$ cat config.mk
export PLATFORM = sky130hd
export DESIGN_NAME = mem_stage_lsu
export DESIGN_NICKNAME = d
export VERILOG_FILES = /design/src/rtl/mem_stage_lsu.sv
export SDC_FILE = /design/constraint.sdc
export NUM_CORES = 1
export LEC_CHECK = 0
export ABC_CLOCK_PERIOD_IN_PS = 2700
export BUFFER_PORTS_ARGS = -buffer_cell sky130_fd_sc_hd__buf_4
export CORE_MARGIN = 2
export CORE_UTILIZATION = 45
export DETAILED_ROUTE_END_ITERATION = 16
export GPL_ROUTABILITY_DRIVEN = 0
export PLACE_DENSITY_LB_ADDON = 0.05
export SLEW_MARGIN = 25
export SYNTH_ARGS = -nofsm -noshare
export SYNTH_HDL_FRONTEND = slang
export SYNTH_SLANG_ARGS = --single-unit
$ cat constraint.sdc
create_clock -name clk -period 2.7 [get_ports clk]
set_clock_uncertainty 0.05 [all_clocks]
set_input_delay 0.27 -clock clk [delete_from_list [all_inputs] [get_ports clk]]
set_output_delay 0.27 -clock clk [all_outputs]
set_load 0.05 [all_outputs]
$ cat src/rtl/mem_stage_lsu.sv
// MEM-stage load/store unit for the RV32I pipeline.
// Issues one data-memory request per load/store, holds it until dmem_resp,
// stalls the upstream pipeline meanwhile, formats load data and builds store
// byte enables. Optional response watchdog via RESP_TIMEOUT (0 = disabled).
// Define LSU_MISALIGN_TRAP_EN to flag misaligned accesses instead of issuing
// them with the offending low address bits cleared.
module mem_stage_lsu #(
  parameter int unsigned RESP_TIMEOUT = 0
) (
  input  logic        clk,
  input  logic        rst_n,
  input  logic        valid_i,
  input  logic        mem_read_i,
  input  logic        mem_write_i,
  input  logic [2:0]  funct3_i,
  input  logic [31:0] addr_i,
  input  logic [31:0] store_data_i,
  output logic        dmem_read,
  output logic        dmem_write,
  output logic [31:0] dmem_address,
  output logic [31:0] dmem_wdata,
  output logic [3:0]  dmem_byte_enable,
  input  logic [31:0] dmem_rdata,
  input  logic        dmem_resp,
  output logic        stall_o,
  output logic [31:0] load_data_o,
  output logic        ld_valid_o,
  output logic        misalign_o,
  output logic        timeout_o
);

  typedef enum logic [1:0] {IDLE, BUSY, DONE} state_t;

  localparam logic [31:0] TMO_LAST = (RESP_TIMEOUT == 0) ? 32'd0 : 32'(RESP_TIMEOUT - 1);

  state_t      state;
  logic [31:0] wd_cnt;
  logic        op_load;
  logic [2:0]  lat_f3;
  logic [1:0]  lat_lane;

  logic        is_half;
  logic        is_word;
  logic        misaligned;
  logic [31:0] eff_addr;
  logic        start;
  logic        expire;
  logic [3:0]  st_mask;
  logic [31:0] st_wdata;
  logic [31:0] rd_shift;
  logic [7:0]  rd_byte;
  logic [15:0] rd_half;
  logic [31:0] ld_fmt;

  // funct3[1:0]: 00 byte, 01 half, 1x word (covers 011/110/111)
  assign is_half = (funct3_i[1:0] == 2'b01);
  assign is_word = funct3_i[1];

`ifdef LSU_MISALIGN_TRAP_EN
  assign misaligned = (is_word & (addr_i[1:0] != 2'b00)) | (is_half & addr_i[0]);
  assign eff_addr   = addr_i;
  assign misalign_o = (state == IDLE) & valid_i & (mem_read_i | mem_write_i) & misaligned;
`else
  assign misaligned = 1'b0;
  assign eff_addr   = {addr_i[31:2], (is_word ? 2'b00 : {addr_i[1], addr_i[0] & ~is_half})};
  assign misalign_o = 1'b0;
`endif

  assign start   = (state == IDLE) & valid_i & (mem_read_i | mem_write_i) & ~misaligned;
  assign stall_o = start | (state == BUSY);
  assign expire  = (RESP_TIMEOUT != 0) && (wd_cnt == TMO_LAST);

  // Store lane mask and lane-replicated write data
  always_comb begin
    st_mask  = 4'b1111;
    st_wdata = store_data_i;
    if (funct3_i[1:0] == 2'b00) begin
      st_mask  = 4'b0001 << eff_addr[1:0];
      st_wdata = {4{store_data_i[7:0]}};
    end else if (is_half) begin
      st_mask  = 4'b0011 << {eff_addr[1], 1'b0};
      st_wdata = {2{store_data_i[15:0]}};
    end
  end

  // Load lane extraction and sign/zero extension using the latched op
  always_comb begin
    rd_shift = dmem_rdata >> {lat_lane, 3'b000};
    rd_byte  = rd_shift[7:0];
    rd_half  = lat_lane[1] ? dmem_rdata[31:16] : dmem_rdata[15:0];
    case (lat_f3[1:0])
      2'b00:   ld_fmt = {{24{~lat_f3[2] & rd_byte[7]}}, rd_byte};
      2'b01:   ld_fmt = {{16{~lat_f3[2] & rd_half[15]}}, rd_half};
      default: ld_fmt = dmem_rdata;
    endcase
  end

  // Access FSM with registered request, result and watchdog
  always_ff @(posedge clk or negedge rst_n) begin
    if (!rst_n) begin
      state            <= IDLE;
      dmem_read        <= 1'b0;
      dmem_write       <= 1'b0;
      dmem_address     <= '0;
      dmem_wdata       <= '0;
      dmem_byte_enable <= '1;
      load_data_o      <= '0;
      ld_valid_o       <= 1'b0;
      timeout_o        <= 1'b0;
      wd_cnt           <= '0;
      op_load          <= 1'b0;
      lat_f3           <= '0;
      lat_lane         <= '0;
    end else begin
      timeout_o <= 1'b0;
      case (state)
        IDLE: begin
          if (start) begin
            state            <= BUSY;
            dmem_read        <= mem_read_i & ~mem_write_i;
            dmem_write       <= mem_write_i;
            dmem_address     <= {eff_addr[31:2], 2'b00};
            dmem_wdata       <= st_wdata;
            dmem_byte_enable <= mem_write_i ? st_mask : 4'b1111;
            op_load          <= ~mem_write_i;
            lat_f3           <= funct3_i;
            lat_lane         <= eff_addr[1:0];
            wd_cnt           <= '0;
          end
        end
        BUSY: begin
          if (dmem_resp) begin
            dmem_read   <= 1'b0;
            dmem_write  <= 1'b0;
            load_data_o <= ld_fmt;
            ld_valid_o  <= op_load;
            state       <= DONE;
          end else if (expire) begin
            dmem_read  <= 1'b0;
            dmem_write <= 1'b0;
            timeout_o  <= 1'b1;
            state      <= DONE;
          end else begin
            wd_cnt <= wd_cnt + 32'd1;
          end
        end
        DONE: begin
          ld_valid_o <= 1'b0;
          state      <= IDLE;
        end
        default: state <= IDLE;
      endcase
    end
  end

endmodule

==> Yosys cells after proc, flatten, opt, wreduce, memory -nomap -nowiden <==
Cells that the tools add are included.
{ "classes": {"eq_ne": 6, "shifts": 3, "n_bitwise": 11, "n_mux": 18, "reduce_logical": 10} }
{ "ops": {"columns": ["cell", "count"], "rows": [
  ["2-to-1 mux 32 bit", 2],
  ["case mux 32 bit (2 select lines)", 1],
  [">> shifter 32 x 5 -> 8 bit", 1],
  ["2-to-1 mux 16 bit", 1],
  ["2-to-1 mux 4 bit", 3],
  ["AND reduction 2 bit", 4],
  ["AND 1 bit", 6],
  ["== test 2 x 1 -> 1 bit (second input constant)", 3],
  ["zero test 2 bit", 3],
  ["2-to-1 mux 2 bit", 3],
  ["case mux 1 bit (2 select lines)", 3],
  ["2-to-1 mux 1 bit", 4],
  ["inequality test 2 bit (second input constant)", 2],
  ["case mux 2 bit (2 select lines)", 1],
  ["nonzero test 2 bit", 2],
  ["<< shifter 1 x 2 -> 4 bit (first input constant)", 1],
  ["<< shifter 2 x 2 -> 4 bit (first input constant)", 1],
  ["inverter 1 bit", 3],
  ["AND reduction 3 bit", 1],
  ["== test 2 bit (second input constant)", 1],
  ["OR 1 bit", 2]
]} }
{ "totals": {"elab_cells": 59, "output_inout_bits": 106, "register_bits": 109} }

==> Longest topological paths before layout <==
{ "logic_depth": {"depth_word": 8, "mapped_depth": 6} }

==> Worst setup path before layout <==
OpenSTA, ideal clock, no wires.
{ "synth_timing": {"path_kind": "reg-to-reg", "startpoint": "reg lat_lane[1]", "endpoint": "reg load_data_o[16]", "t_arrival_ns": 1.413, "period_less_slack_ns": 1.596, "path_slack_ns": 1.104, "stages_incl_launch_ff": 6, "n_path_buf": 2, "cell_sequence": "dfrtp_1 -> buf_2 -> mux2_2 -> mux2i_4 -> buf_2 -> o22ai_1"} }
{ "synth_between": {"elab_chain_cells": 3, "elab_cells_between_ends": 5, "cone_classes": "1 x shift; 2 x mux; 2 x bitwise"} }
{ "synth_rtl": {"columns": ["element", "line_no", "text"], "rows": [
  ["start, declared", "40", "logic [1:0] lat_lane;"],
  ["start signal, assigned", "127", "lat_lane <= eff_addr[1:0];"],
  [">> shifter 32 x 5 -> 8 bit or 2-to-1 mux 16 bit (tied branches)", "88, 90", null],
  ["AND 1 bit (on tied branches)", "92, 93", null],
  ["case mux 32 bit (2 select lines) (*)", "91", "case (lat_f3[1:0])"],
  ["end signal, assigned", "135", "load_data_o <= ld_fmt;"],
  ["end, declared", "26", "output logic [31:0] load_data_o,"]
]} }
Mark *: on every way between the ends. The rest lies on a longest branch, timed or not.
A chain may end at the register's enable or synchronous reset.

==> Final worst setup path <==
{ "layout_timing": {"startpoint": "reg state[1]", "endpoint": "reg load_data_o[19]"} }
{ "layout_between": {"elab_chain_cells": 2} }
{ "layout_rtl": {"columns": ["element", "line_no", "text"], "rows": [
  ["start, declared", "36", "state_t state;"],
  ["start signal, assigned", "101", "state <= IDLE;"],
  ["start signal, assigned", "119", "state <= BUSY;"],
  ["start signal, assigned", "137", "state <= DONE;"],
  ["== test 2 x 1 -> 1 bit", "116", "case (state)"],
  ["AND reduction 2 bit (no line)", null, null]
]} }
Every way passes these cells.

==> flow_summary_export.csv <==
group,metric,value,unit
status,status,"finished, final reports clean",
clock_tree,clockBufferDepth,2,
timing,fmax,0.506,GHz
run,drv_cap,0,
power_and_ir_drop,p_leak,3.51,nW
synth,synth_area,5330,µm²
min_path,hold_path.class,"in -> reg",
clock_tree,htreeDepth,3,
floorplan,dieHeight,113,µm
clock_tree,clock-sinks,109,
synth,yosysMostFrequentCell,"dfrtp_1",
global_route,antenna_found_initial,0,
floorplan,core,11500,µm²
synth,synthCells,425,
clock_tree,cts_tree,"yes",
cells_and_area,final_nets,727,
floorplan,initial_core_util,46.5,%
timing,rsz0062_at_grt,"false",
critical_path,reg2reg_from,"state[1]",
critical_path,rrSetupSlack,720,ps
floorplan,die-area,12700,µm²
critical_path,reg2regPathDepth,4,
placed_design,place_area,6980,µm²
global_route,grt_pass1_wl,22200,µm
synth,synth_area_leaders,"dfrtp_1 (49%), mux2_4 (13%), mux2_2 (12%), nor2_1 (2.5%), dfstp_2 (2.0%)",
floorplan,rows,39,
timing,finalSetupViolations,0,
global_route,grt_pass1_vias,4308,
cells_and_area,fin_area,7320,µm²
min_path,hold_path_end,"state[0]",
placed_design,dp_hpwl,10000,µm
synth,postSynthAreaPerCell,12.5,µm²
detailed_routing,wl_per_cell,17.7,µm
synth,ys_types,39,
synth,ys_seq_elements,109,
synth,seq_area_frac_synth,51.3,%
timing,worst_slew_pin_slew,636,ps
power_and_ir_drop,p_per_area,1240,nW/µm²
timing,min_period_over_period,73.3,%
critical_path,critPathArrivalTime,2180,ps
synth,async_flop_share,100,%
clock_tree,cts_resized,0,
synth,synth_edf_count,0,
critical_path,path_class,"reg -> reg",
power_and_ir_drop,power,9.05,mW
detailed_routing,vias,4075,
timing,period_needed,1980,ps
detailed_routing,wl,13700,µm
critical_path,cp_cell_sequence,"nand3b_1, buf_4, or3_1, o22ai_1",
critical_path,cp_slowest_cell,"or3_1",
critical_path,start_kind,"flop",
clock_tree,cts-root-buf,"clkbuf_16",
clock_tree,clock_latency,340,ps
timing,slew_headroom,57.4,%
power_and_ir_drop,peakVddDrop,881,µV
synth,ys.flop_type,"dfrtp_1",
clock_tree,cts_made_buffers,9,
min_path,min_from,"dmem_resp",
cells_and_area,syn2layout_area_growth,37.3,%
global_route,grt_usage,21.8,%
synth,synth_common_cells,"dfrtp_1 (105), mux2_2 (57), mux2_4 (46)",
detailed_routing,drc,0,
detailed_routing,ant_nets,0,
critical_path,endpoint_kind,"flop",
placed_design,port_buffers,206,
floorplan,pin_count,211,
synth,synth_area_leader_cell,"dfrtp_1",
global_route,overflow,0,
timing,tns,0,ps
detailed_routing,vias_per_cell,5.29,
clock_tree,clkTransAtPathRegs,70,ps
critical_path,max_stage_delay,580,ps
critical_path,r2r_end,"load_data_o[19]",
detailed_routing,drtPass1Iterations,4,
synth,synth_top_area_share,49.3,%
cells_and_area,drive_above_1_share,54.9,%
cells_and_area,fill_cells,925,
synth,ys.warnings.count,0,
floorplan,die_w,113,µm
timing,hold_violations,0,
cells_and_area,diodes,0,
global_route,grt_max_degree,59,
critical_path,cp.required,2910,ps
detailed_routing,dr.first_iter.drc_count,293,
timing,drv_slew,0,
critical_path,crit_fanout,26,
min_path,holdPathStages,2,
-- state kept, by name, indices dropped and copies added, names as in the netlist --
| name | flops |
|---|---|
| dmem_wdata | 32 |
| load_data_o | 32 |
| dmem_address | 30 |
| dmem_byte_enable | 4 |
| lat_f3 | 3 |
| lat_lane | 2 |
| state | 2 |
| dmem_read | 1 |
| dmem_write | 1 |
| ld_valid_o | 1 |
| op_load | 1 |
-- power by group --
| group | internal, mW | switching [mW] |
|---|---|---|
| logic | 1.72 | 3.16 |
| clock network | 0.843 | 0.601 |
| registers | 2.29 | 0.438 |
-- placed cells by master (no fill, tap or decap), drive strengths merged, types with 7 or more instances in the layout --
master / n
a31oi: 7
nor3b: 11
dfrtp: 105
buf: 217
a21oi: 19
clkbuf: 11
a22oi: 7
mux2: 103
o21ai: 15
a211oi: 8
nand2: 18
nor2: 36
nand3b: 8
o22ai: 16
mux2i: 10
-- stage by stage --
step	hold WS, ps	setup WS, ps	util [%]	cells
6_report	82.7	722	63.8	770
3_5_place_dp	147	761	60.9	753
5_1_grt	89.3	591	63.8	770
2_1_floorplan	-75.6	1100	-	428
3_3_place_gp	140	801	60.9	753
4_1_cts	68.0	738	63.8	770
-- worst max-delay path by stage --
stage / from / endpoint / slack [ps]
2_1_floorplan: lat_lane[1] / load_data_o[16] / 1100
3_3_place_gp: mem_write_i / dmem_wdata[11] / 800
3_5_place_dp: state[1] / load_data_o[27] / 760
4_1_cts: state[1] / load_data_o[27] / 740
5_1_grt: state[1] / load_data_o[31] / 590
6_report: state[1] / load_data_o[19] / 720
-- critical path: cells and delay by family, from the launching register on --
family,cells,cell delay [ps]
DFF,1,450
and+or+nand+nor,2,840
AOI/OAI and AO/OA,1,270
buffers and inverters,1,270
-- routing by layer --
metal | track usage, % | share of wire (%) | wire length, µm | vias to the layer above
li1 | - | - | - | 1913
met1 | 28.7 | 43 | 5870 | 1979
met2 | 34.9 | 47 | 6410 | 162
met3 | 5.89 | 8.0 | 1090 | 21
met4 | 7.56 | 2.1 | 285 | 0
met5 | 0 | 0 | 0 | -
-- logic make-up after synthesis --
family,share of synthesized area [%]
muxes,27.1
DFF,51.3
and+or+nand+nor,8.19
AOI/OAI and AO/OA,9.25
buffers and inverters,4.09
other,0.0704
-- repair_timing --
action                    CTS  global route
hold buffers                1             0
hold endpoints to repair   22             0
buffers inserted            0             0
-- cell type report --
type	count	area (µm²)	area share [%]
clock inverter	5	82.6	1.13
sequential	109	2730	37.3
timing repair buffer	218	1680	22.9
inverter	4	15.0	0.205
clock buffer	11	243	3.32
multi-input combinational	280	2390	32.7
tap	143	179	2.44
Power figures use the tool's default switching activity.
